$ cat src/rtl/uart_tx_cfg.sv
// uart_tx_cfg: UART transmitter with configurable data bits, parity and stop
// bits, fed by a valid/ready TX FIFO so frames leave back-to-back.
module uart_tx_cfg #(
  parameter int unsigned CLK_FREQ   = 50000000,
  parameter int unsigned BAUD_RATE  = 115200,
  parameter int unsigned DATA_BITS  = 8,
  parameter int unsigned PARITY     = 0,
  parameter int unsigned STOP_BITS  = 1,
  parameter int unsigned FIFO_DEPTH = 16
) (
  input  logic                        clk,
  input  logic                        rst,
  input  logic [DATA_BITS-1:0]        in_data,
  input  logic                        in_valid,
  output logic                        in_ready,
  output logic                        tx,
  output logic                        busy,
  output logic [$clog2(FIFO_DEPTH):0] fifo_count
);

  localparam int unsigned CLKS_PER_BIT = CLK_FREQ / BAUD_RATE;
  localparam int unsigned BAUD_W       = (CLKS_PER_BIT > 1) ? $clog2(CLKS_PER_BIT) : 1;
  localparam int unsigned PTR_W        = $clog2(FIFO_DEPTH);
  localparam int unsigned CNT_W        = PTR_W + 1;
  localparam int unsigned BIT_W        = $clog2(DATA_BITS);

  // Reject configurations the datapath cannot represent.
  generate
    if (DATA_BITS < 5 || DATA_BITS > 9) begin : g_bad_data_bits
      $error("uart_tx_cfg: DATA_BITS must be 5..9");
    end
    if (PARITY > 2) begin : g_bad_parity
      $error("uart_tx_cfg: PARITY must be 0, 1 or 2");
    end
    if (STOP_BITS < 1 || STOP_BITS > 2) begin : g_bad_stop_bits
      $error("uart_tx_cfg: STOP_BITS must be 1 or 2");
    end
    if (CLKS_PER_BIT < 2) begin : g_bad_baud
      $error("uart_tx_cfg: CLK_FREQ/BAUD_RATE must be >= 2");
    end
    if (FIFO_DEPTH < 2 || (FIFO_DEPTH & (FIFO_DEPTH - 1)) != 0) begin : g_bad_depth
      $error("uart_tx_cfg: FIFO_DEPTH must be a power of 2, >= 2");
    end
  endgenerate

  typedef enum logic [2:0] {
    S_IDLE,
    S_START,
    S_DATA,
    S_PARITY,
    S_STOP
  } state_t;

  logic [DATA_BITS-1:0] mem [FIFO_DEPTH];
  logic [PTR_W-1:0]     wr_ptr_q, rd_ptr_q;
  logic [CNT_W-1:0]     count_q, count_d;

  state_t               state_q;
  logic [BAUD_W-1:0]    baud_q;
  logic [BIT_W-1:0]     bit_q;
  logic [DATA_BITS-1:0] shift_q;
  logic                 par_q;
  logic                 tx_q;
  logic                 busy_q;

  logic                 baud_last_c, stop_last_c, push_c, pop_c, line_c, par_c;
  logic [DATA_BITS-1:0] head_c;

  assign baud_last_c = (baud_q == BAUD_W'(CLKS_PER_BIT - 1));
  assign stop_last_c = baud_last_c && (bit_q == BIT_W'(STOP_BITS - 1));
  assign in_ready    = !rst && (count_q != CNT_W'(FIFO_DEPTH));
  assign push_c      = in_valid && in_ready;
  assign pop_c       = (count_q != '0) &&
                       ((state_q == S_IDLE) || ((state_q == S_STOP) && stop_last_c));
  assign head_c      = mem[rd_ptr_q];
  assign par_c       = (PARITY == 2) ? ^head_c : ~^head_c;

  assign tx          = tx_q;
  assign busy        = busy_q;
  assign fifo_count  = count_q;

  // Occupancy next value; a push and pop in the same cycle cancel.
  always_comb begin
    count_d = count_q;
    case ({push_c, pop_c})
      2'b10:   count_d = count_q + CNT_W'(1);
      2'b01:   count_d = count_q - CNT_W'(1);
      default: count_d = count_q;
    endcase
  end

  // Line level implied by the current state; registered into tx_q one cycle later.
  always_comb begin
    line_c = 1'b1;
    case (state_q)
      S_START:  line_c = 1'b0;
      S_DATA:   line_c = shift_q[0];
      S_PARITY: line_c = par_q;
      default:  line_c = 1'b1;
    endcase
  end

  // TX FIFO storage and pointers.
  always_ff @(posedge clk) begin
    if (rst) begin
      wr_ptr_q <= '0;
      rd_ptr_q <= '0;
      count_q  <= '0;
    end else begin
      if (push_c) begin
        mem[wr_ptr_q] <= in_data;
        wr_ptr_q      <= wr_ptr_q + PTR_W'(1);
      end
      if (pop_c) begin
        rd_ptr_q <= rd_ptr_q + PTR_W'(1);
      end
      count_q <= count_d;
    end
  end

  // Frame sequencer with baud counter, bit counter and registered outputs.
  always_ff @(posedge clk) begin
    if (rst) begin
      state_q <= S_IDLE;
      baud_q  <= '0;
      bit_q   <= '0;
      shift_q <= '0;
      par_q   <= 1'b0;
      tx_q    <= 1'b1;
      busy_q  <= 1'b0;
    end else begin
      tx_q   <= line_c;
      busy_q <= (state_q != S_IDLE) || (count_q != '0) || push_c;
      if (pop_c) begin
        shift_q <= head_c;
        par_q   <= par_c;
        state_q <= S_START;
        baud_q  <= '0;
        bit_q   <= '0;
      end else begin
        case (state_q)
          S_START: begin
            if (baud_last_c) begin
              baud_q  <= '0;
              state_q <= S_DATA;
            end else begin
              baud_q <= baud_q + BAUD_W'(1);
            end
          end
          S_DATA: begin
            if (baud_last_c) begin
              baud_q  <= '0;
              shift_q <= shift_q >> 1;
              if (bit_q == BIT_W'(DATA_BITS - 1)) begin
                bit_q   <= '0;
                state_q <= (PARITY != 0) ? S_PARITY : S_STOP;
              end else begin
                bit_q <= bit_q + BIT_W'(1);
              end
            end else begin
              baud_q <= baud_q + BAUD_W'(1);
            end
          end
          S_PARITY: begin
            if (baud_last_c) begin
              baud_q  <= '0;
              bit_q   <= '0;
              state_q <= S_STOP;
            end else begin
              baud_q <= baud_q + BAUD_W'(1);
            end
          end
          S_STOP: begin
            if (baud_last_c) begin
              baud_q <= '0;
              if (stop_last_c) begin
                bit_q   <= '0;
                state_q <= S_IDLE;
              end else begin
                bit_q <= bit_q + BIT_W'(1);
              end
            end else begin
              baud_q <= baud_q + BAUD_W'(1);
            end
          end
          default: state_q <= S_IDLE;
        endcase
      end
    end
  end

endmodule
$ cat config.mk
export PLATFORM = sky130hd
export DESIGN_NAME = uart_tx_cfg
export DESIGN_NICKNAME = d
export VERILOG_FILES = /design/src/rtl/uart_tx_cfg.sv
export SDC_FILE = /design/constraint.sdc
export NUM_CORES = 1
export LEC_CHECK = 0
export ABC_AREA = 1
export CAP_MARGIN = 10
export CORE_MARGIN = 1
export CORE_UTILIZATION = 56
export DETAILED_ROUTE_END_ITERATION = 8
export GPL_TIMING_DRIVEN = 0
export PLACE_DENSITY = 0.75
export SYNTH_ARGS = -nofsm -noshare
export SYNTH_HDL_FRONTEND = slang
export SYNTH_SLANG_ARGS = --single-unit
$ cat constraint.sdc
create_clock -name clk -period 2.6 [get_ports clk]
set_input_delay 0.78 -clock clk [delete_from_list [all_inputs] [get_ports clk]]
set_output_delay 0.78 -clock clk [all_outputs]
set_load 0.02 [all_outputs]
### After elaboration in Yosys (flattened, before gate mapping)

Memories as Yosys holds them, arrays and structs flattened. A register that Yosys moved wholly into a read port is not among the register bits.
Cells that the tools add are included.
Widths: inputs -> output; s select.

* reduce and logical (&&, ||, !) cells: 24
* equal/unequal tests: 21
* $add $sub $neg: 6
* multiplexer cells: 25

Operators by type and width (number)
* $mux 3: 11
* $mux 8: 3
* $ne 3x3->1 const B: 6
* $ne 2x2->1 const B: 6
* $pmux 3 s4: 1
* $reduce_and 6->1: 2
* $pmux 5 s2: 1
* $add 9x1->9 const B: 1
* $eq 9x9->1 const B: 1
* $mux 9: 1
* $pmux 3 s3: 1
* $add 4x1->4 const B: 2
* $mux 4: 2
* $reduce_xnor 8->1: 1
* $eq 3x2->1 const B: 2
* $eq 3x3->1 const B: 2
* $logic_not 3->1: 2
* $reduce_bool 2->1: 3
* $reduce_bool 3->1: 2
* $add 5x1->5 const B: 1
* $logic_and 1x1->1: 5
* $ne 5x5->1 const B: 1
* $reduce_bool 5->1: 1
* $sub 5x1->5 const B: 1
* 12 further kinds: 17

* input bits: 11
* logic and storage cells: 88
* memories: 1
* bits in writable memories: 128
* register bits: 39
* output and inout port bits: 8

Memory list
* mem: words 16, width 8, rd ports 1, clocked after memory_dff 1, wr ports 1, line 54 `logic [DATA_BITS-1:0] mem [FIFO_DEPTH];`

### Depth between registers and ports, before layout

Gate-level depths: netlist of the first run.

* depth in word-level cells: 7
* mapped depth: 19
* depth with buffers taken out: 18

### Least setup slack after synthesis of the first run

No wires, ideal clock.

* path kind: in2reg
* start: input rst
* end: register count_q[4], in the netlist fifo_count[4]
* arrival: 2.624 ns
* required time: 2.468 ns
* path slack: -0.156 ns
* buffers on the path: 1
* stages: 15
* library setup time: 0.132 ns
* cell sequence: clkbuf_1 inv_1 nand2_1 inv_1 nand2_1 ha_1 ha_1 nand2_1 nand2_1 a31oi_1 inv_1 o21ai_0 a21oi_1 o21ai_0 a21oi_1

* longest elaborated chain between the ends: 5
* elaborated cells on any way between the ends: 7
* those cells by class: 2 x eq/ne; 1 x mux; 4 x reduce/logical

RTL lines
* from (decl): line 12 `input logic rst,`
* $logic_not 1->1 *: line 71 `assign in_ready = !rst && (count_q != CNT_W'(FIFO_DEPTH));`
* $logic_and 1x1->1 *: line 71
* net in_ready: line 15 `output logic in_ready,`
* $logic_and 1x1->1 *: line 72 `assign push_c = in_valid && in_ready;`
* $eq 2x1->1 or $eq 2x2->1 (tied branches): line 85 `case ({push_c, pop_c})`
* $pmux 5 s2 or $reduce_bool 2->1 (tied branches)
* to (signal assigned): line 117 `count_q <= count_d;`
* to (decl): line 56 `logic [CNT_W-1:0] count_q, count_d;`

The timed path passes the listed nets; every way through them passes the cells marked *.
A chain may end at the register's enable or synchronous reset.

### Worst setup path after layout of the first run

* start: register baud_q[5]
* end: register count_q[4], in the netlist fifo_count[4]

* longest elaborated chain between the ends: 7
* elaborated cells on any way between the ends: 9
* those cells by class: 3 x eq/ne; 1 x mux; 5 x reduce/logical

RTL lines
* from (decl): line 59 `logic [BAUD_W-1:0] baud_q;`
* from (signal assigned): line 147 `baud_q <= baud_q + BAUD_W'(1);`
* from (signal assigned): line 161 `baud_q <= baud_q + BAUD_W'(1);`
* from (signal assigned): line 170 `baud_q <= baud_q + BAUD_W'(1);`
* $eq 9x9->1 *: line 69 `assign baud_last_c = (baud_q == BAUD_W'(CLKS_PER_BIT - 1));`
* $logic_and 1x1->1 *: line 70 `assign stop_last_c = baud_last_c && (bit_q == BIT_W'(STOP_BITS - 1));`
* $logic_and 1x1->1 *: line 74 `((state_q == S_IDLE) || ((state_q == S_STOP) && stop_last_c));`
* $logic_or 1x1->1 *: line 74
* $logic_and 1x1->1 *: line 73 `assign pop_c = (count_q != '0) &&`
* $eq 2x1->1 or $eq 2x2->1 (tied branches): line 85
* $pmux 5 s2 or $reduce_bool 2->1 (tied branches)

Every way passes the cells marked *; elsewhere a longest branch is shown, timed or not.

==> results of run 1 <==
## metal layers
layer / up-vias / global-route usage
met5: - / 0
li1: 2823 / -
met4: 0 / 0.1117
met2: 271 / 0.4556
met3: 39 / 0.06179
met1: 2798 / 0.3709
## power by group
group	total, W	switching (W)	internal (W)
Combinational	0.00346	0.00223	0.00123
Sequential	0.00323	0.000130	0.00310
Clock	0.00267	0.00106	0.00161
## metrics by stage
step           utilization  std cells  hold WS [ns]
6_report            0.6672       1074        0.4637
5_1_grt             0.6672       1074        0.4958
3_3_place_gp        0.6099       1032        0.4494
3_5_place_dp        0.6099       1032        0.4538
4_1_cts             0.6639       1071        0.4636
2_1_floorplan            -        839        0.4363
## final timing paths
kind                        end  slack [ns]  cells past startpoint
hold / removal       shift_q[3]        0.46                      2
setup reg to reg  fifo_count[4]        0.07                     18
setup / recovery  fifo_count[4]        0.07                     18
hold reg to reg      shift_q[3]        0.46                      2
## cell families (layout without fill, tap and decap cells)
family | count (synthesis) | after routing | share of synthesized area
XOR/XNOR | 5 | 5 | 0.005656
buffers and inverters | 138 | 197 | 0.07675
AND/OR/NAND/NOR | 437 | 437 | 0.2338
adder cells (fa/ha/maj) | 15 | 15 | 0.02521
flip-flops | 171 | 171 | 0.6075
AO/OA/AOI/OAI | 73 | 73 | 0.05106
## area by class of cell
type | instances | area (sq um) | share of cell area
inverters | 108 | 410.4 | 0.04608
well taps | 176 | 220.2 | 0.02473
flip-flops and latches | 171 | 4710 | 0.5288
clock inverters | 14 | 192.7 | 0.02164
multi-input cells | 530 | 2512 | 0.2821
repair buffers | 28 | 251.5 | 0.02824
plain buffers | 29 | 180.2 | 0.02023
clock buffers | 18 | 429.2 | 0.04819
## repair_timing
action                                  4_1_cts  5_1_grt
gates resized for setup                      16        6
setup buffers                                 7        4
endpoints found under the setup margin        4        3
pin swaps                                     6        6
## state kept, by name, summed over array words and instances (netlist names), named ones only
signal	count
par_q	1
shift_q	8
state_q	3
baud_q	9
wr_ptr_q	4
busy	1
fifo_count	5
tx	1
bit_q	3
mem	128
rd_ptr_q	4
## Yosys cell counts (2+ instances only)
cell,n,share of area
ha_1,14,0.023
nand3_1,78,0.050
o22ai_1,2,0.0016
a31oi_1,2,0.0016
inv_1,98,0.048
nand2_2,10,0.0081
o21ai_1,5,0.0032
a211oi_1,2,0.0019
dfxtp_1,43,0.11
a21oi_1,33,0.021
o211ai_2,2,0.0032
nor3_1,7,0.0045
nor4_1,2,0.0016
or2_0,2,0.0016
inv_2,9,0.0044
buf_6,5,0.0073
nor2_1,71,0.034
buf_2,14,0.0090
o21ai_0,25,0.016
clkbuf_1,6,0.0029
xnor2_1,3,0.0034
nand4_1,2,0.0016
nor2_2,3,0.0024
edfxtp_1,128,0.50
nand2_1,258,0.13
xor2_1,2,0.0023
buf_4,5,0.0048
## critical path, cell delays in order (launching register included)
cell and delay, ns:
dfxtp_2 0.35, nand2_1 0.08, inv_1 0.08, nand3_1 0.10
nor2_2 0.16, nand3b_1 0.16, a21oi_2 0.17, nand2_2 0.10
inv_4 0.09, ha_4 0.18, inv_2 0.05, fa_2 0.33
inv_1 0.06, a31oi_1 0.07, inv_1 0.11, o21ai_2 0.07
a21oi_2 0.12, o21ai_1 0.07, a21oi_1 0.12
==> results by group, run 1 <==
Outcome
  – Status: finished, final reports clean

Detailed routing
  – Detail Route Antenna Nets: 0
  – # DRC: 0
  – DR pass1 iterations: 5
  – Drt wl/cell: 17.81 um
  – Highest Signal Layer: met4
  – Via density: 5.522
  – Met3 routed WL: 1694 um
  – Iteration-0 DRC Markers: 573
  – Met1 Wirelength: 7735 um
  – Routed Wire Length: 19130 um
  – Metal2 WL: 9296 um
  – Vias: 5931

Run
  – Max-Cap Viols: 0

Yosys
  – Mapped cell area: 7744 sq um
  – Post-synth ARST share: 0
  – Top_reg_cell synth: edfxtp_1
  – Cells after Synth: 839
  – Register bit total from synthesis: 171
  – Synthesized Nets: 865
  – Synth warnings: 0
  – Syn_area_per_cell: 9.230 sq um
  – Seq/Total Area, Yosys: 0.6075
  – Number of flops mapped to enable cells by yosys: 128
  – Synth cell types: 35

Floorplanning
  – Total core area: 13350 sq um
  – I/O pin count: 19
  – Die X: 119.6 um
  – DIE AREA: 14300 sq um
  – Num rows: 42
  – Starting density of the core: 0.5801
  – Die height: 119.6 um

Clock network
  – Clock Sinks: 171
  – Hold buffers post-CTS: 0
  – Total CTS buffers: 17
  – CTS tree: yes
  – CTS H-tree lvls: 4
  – Clock-pin slew on the worst setup and hold paths: 0.06 ns
  – CTS Root Buffer Type: clkbuf_16
  – CTS max path bufs: 2
  – Clock Latency Late Sink: 0.44 ns

Placement
  – Post-placement cell area: 8140 sq um
  – Routability cong.: 0.9286
  – Port bufs: 17
  – Post-placement setup slack: -0.4421 ns
  – Hpwl dp: 12760 um

GRT
  – First-pass GRT wire length: 29540 um
  – Pin count of the biggest net entering global routing: 17
  – Total gr overflow: 0
  – Vias in the first global route: 5564
  – GR Util All Layers: 0.2818
  – Number of antenna violations at the first check in global routing: 0

Setup path
  – Startpoint types: flip-flop
  – Worst Path Max Fanout: 6
  – Worst EP arrival: 2.90 ns
  – Worst setup EP type: flip-flop
  – WP data required: 2.97 ns
  – Worst Setup Path Type: flip-flop to flip-flop
  – R2R Path Start: baud_q[5]
  – Crit path from: baud_q[5]

STA
  – Minimum clock period: 2.530 ns
  – Worst Tran Pin Value: 1.163 ns
  – Max Fclk: 0.3952 GHz
  – Final Slew Violations: 0
  – Slew HR: 0.2221
  – Final setup viols: 0
  – Fin crit share: 0.9732
  – Final hold vios: 0
  – Final WS setup: 0.06957 ns
  – Setup TNS: 0 ns
  – Layout Skew: 0.01239 ns
  – RSZ-0062 raised after global routing: true

Cells and area
  – ANT cells: 0
  – Most common cell after layout, fill and taps aside: nand2_1
  – Layout fillers: 1036
  – # nets final: 911
  – Area Growth Syn to Fin: 15.01%
  – Final instance area: 8906 sq um
  – Commonest cells after routing, fill and taps aside: 257 x nand2_1, 128 x edfxtp_1, 95 x inv_1
  – Layout cells sized above 1: 0.1192

Pwr
  – Leak: 3.688 nW
  – Pwr/cell area: 1051 nW/um^2
  – VDD IR max: 0.6254 mV
  – Overall power consumption: 0.009362 W

Worst hold path
  – HP Start: shift_q[3]
  – Hold Crit Class: flip-flop to flip-flop
(Power assumes the default switching activity.)
==> run 2: changes to the inputs <==
Settings changed: CTS_BUF_LIST from default to sky130_fd_sc_hd__clkbuf_8 sky130_fd_sc_hd__clkbuf_16.
==> run 2 against run 1 <==
Maximum frequency decreased by 0.21%. Non-clock buffer count unchanged. Cell count unchanged. Register-to-register slack about the same. Combinational power about the same. Sequential share of layout area unchanged. Via count decreased by 0.12%. Flip-flop and latch count unchanged. Global-route usage unchanged. Largest cell class unchanged.
==> results by group, run 2 (same netlist as run 1, synthesis figures left out) <==
Setup path
  – R2R Setup Slk: 0.06 ns
  – WP data required: 2.97 ns
  – Crit path from: baud_q[5]
  – Largest stage delay on the critical path: 0.35 ns
  – Largest delay contributor family on the critical path: compound AO/OA/AOI/OAI gates
  – CP Buf/Inv Count: 5
  – Worst Path Max Fanout: 6
  – CP most frequent cell: inv_1
  – Startpoint types: flip-flop
  – Worst Setup Path Type: flip-flop to flip-flop
  – R2R depth: 18
  – Worst EP arrival: 2.90 ns
  – Worst setup EP type: flip-flop
  – Crit-path cells: nand2_1, inv_1, nand3_1, nor2_2, nand3b_1, a21oi_2, nand2_2, inv_4, ha_4, inv_2, fa_2, inv_1, a31oi_1, inv_1, o21ai_2, a21oi_2, o21ai_1, a21oi_1
  – RR Endpoint: fifo_count[4]
  – CP max-delay cell: dfxtp_2
  – R2R Path Start: baud_q[5]

Pwr
  – Switch share: 0.3654
  – VDD IR max: 0.6268 mV
  – Flop pwr share: 0.345
  – Cell Int Power: 0.005943 W
  – Clock Power Share: 0.285
  – Sw Pwr: 0.003423 W
  – Overall power consumption: 0.009365 W
  – Logic pwr share: 0.369
  – Pwr/cell area: 1052 nW/um^2
  – Leak: 3.692 nW

Cells and area
  – # nets final: 911
  – Largest register FFs: 128
  – Layout fillers: 1036
  – Most common cell after layout, fill and taps aside: nand2_1
  – Top reg by flops: mem
  – Area Growth Syn to Fin: 15.01%
  – Commonest cells after routing, fill and taps aside: 257 x nand2_1, 128 x edfxtp_1, 96 x inv_1
  – Largest registers: mem: 128 flops, baud_q: 9 flops, shift_q: 8 flops
  – Layout cells sized above 1: 0.1192
  – ANT cells: 0
  – Fin util: 0.6672
  – Final cell count without fillers: 1074

Placement
  – Port bufs: 17
  – Placed cells: 1032
  – Hpwl dp: 12760 um
  – Routability cong.: 0.9286
  – Post-placement setup slack: -0.4421 ns

STA
  – Final Slew Violations: 0
  – Final hold vios: 0
  – Fin crit share: 0.9753
  – Minimum clock period: 2.536 ns
  – Final WS setup: 0.06434 ns
  – Worst Tran Pin Value: 1.159 ns
  – RSZ-0062 raised after global routing: true
  – Layout Skew: 0.01340 ns
  – Max Fclk: 0.3944 GHz
  – Final setup viols: 0
  – Slew HR: 0.2245

GRT
  – Vias in the first global route: 5564
  – Total gr overflow: 0
  – Pin count of the biggest net entering global routing: 17
  – GR Util All Layers: 0.2818
  – Number of antenna violations at the first check in global routing: 0
  – First-pass GRT wire length: 29540 um

Clock network
  – CTS max path bufs: 2
  – Clock Sinks: 171
  – Clock-pin slew on the worst setup and hold paths: 0.06 ns
  – CTS tree: yes
  – Total CTS buffers: 17
  – Clock Latency Late Sink: 0.44 ns
  – CTS Root Buffer Type: clkbuf_16
  – CTS H-tree lvls: 4

Detailed routing
  – Drt wl/cell: 17.82 um
  – Iteration-0 DRC Markers: 578
  – Vias: 5924
  – Via density: 5.516
  – Routed Wire Length: 19140 um
  – DR pass1 iterations: 5
  – # DRC: 0
  – Detail Route Antenna Nets: 0

Worst hold path
  – Hold Crit Class: flip-flop to flip-flop
  – HP Start: shift_q[3]
  – Cells on Worst Hold Path: 2
  – Hold worst-path end: shift_q[3]

Floorplanning
  – Total core area: 13350 sq um
  – Die height: 119.6 um
  – Starting density of the core: 0.5801
  – Num rows: 42
  – I/O pin count: 19
  – Die X: 119.6 um
  – DIE AREA: 14300 sq um

Run
  – Max-Cap Viols: 0

Outcome
  – Status: finished, final reports clean
==> run 2: changes by cell type in the layout (fill, tap and decap cells not counted) <==
cell	delta
inv_1	+1
clkbuf_1	-1
==> run 2: routing by layer <==
layer,global-route usage,routed length [um],part of all wire
met1,0.3709,7768,0.41
met2,0.4556,9214,0.48
met3,0.06179,1719,0.090
met4,0.1117,432,0.023
met5,0,0,0
==> run 2: layout make-up <==
type | count | area [sq um] | share of cell area
Inverter | 108 | 410.4 | 0.04608
Timing Repair Buffer | 28 | 251.5 | 0.02824
Clock inverter | 15 | 196.4 | 0.02206
Sequential cell | 171 | 4710 | 0.5288
Buffer | 29 | 180.2 | 0.02023
Multi-Input combinational cell | 530 | 2512 | 0.2821
Tap cell | 176 | 220.2 | 0.02473
Clock buffer | 17 | 425.4 | 0.04777
==> run 2: power by group through the flow <==
stage / registers, W / logic [W] / clock network [W]
2_1_floorplan: 0.00329 / 0.00220 / 0
3_5_place_dp: 0.00328 / 0.00311 / 0
4_1_cts: 0.00323 / 0.00331 / 0.00269
5_1_grt: 0.00325 / 0.00379 / 0.00280
3_3_place_gp: 0.00326 / 0.00300 / 0
6_report: 0.00324 / 0.00346 / 0.00267
==> run 2: how the worst max path moves through the flow <==
| stage | slack (ns) | end | depth (start not counted) |
|---|---|---|---|
| finish | 0.06 | fifo_count[4] | 18 |
| global route | -0.11 | fifo_count[3] | 17 |
| CTS | -0.02 | fifo_count[4] | 19 |
| detailed placement | -0.44 | fifo_count[4] | 19 |
| global placement | -0.31 | fifo_count[4] | 19 |
| floorplan | 0.02 | fifo_count[4] | 19 |
==> run 2: what timing repair did <==
| action | 4_1_cts | 5_1_grt |
|---|---|---|
| setup buffers | 7 | 4 |
| hold buffers | 0 | 0 |
| gates resized for setup | 16 | 6 |
| endpoints found under the setup margin | 4 | 3 |
| pin swaps | 6 | 6 |
==> run 2: worst min-delay path, cell delays in order (launching register included) <==
cell and delay [ns]:
dfxtp_1 0.31, nand2_1 0.06, a21oi_1 0.05
==> run 2: through the flow <==
stage | hold WS [ns] | setup TNS (ns) | cell area [sq um]
floorplan | 0.4363 | 0 | 7750
global placement | 0.4494 | -14.75 | 8140
detailed placement | 0.4538 | -21.90 | 8140
CTS | 0.4636 | -0.01921 | 8861
global route | 0.4958 | -0.1893 | 8906
finish | 0.4638 | 0 | 8906
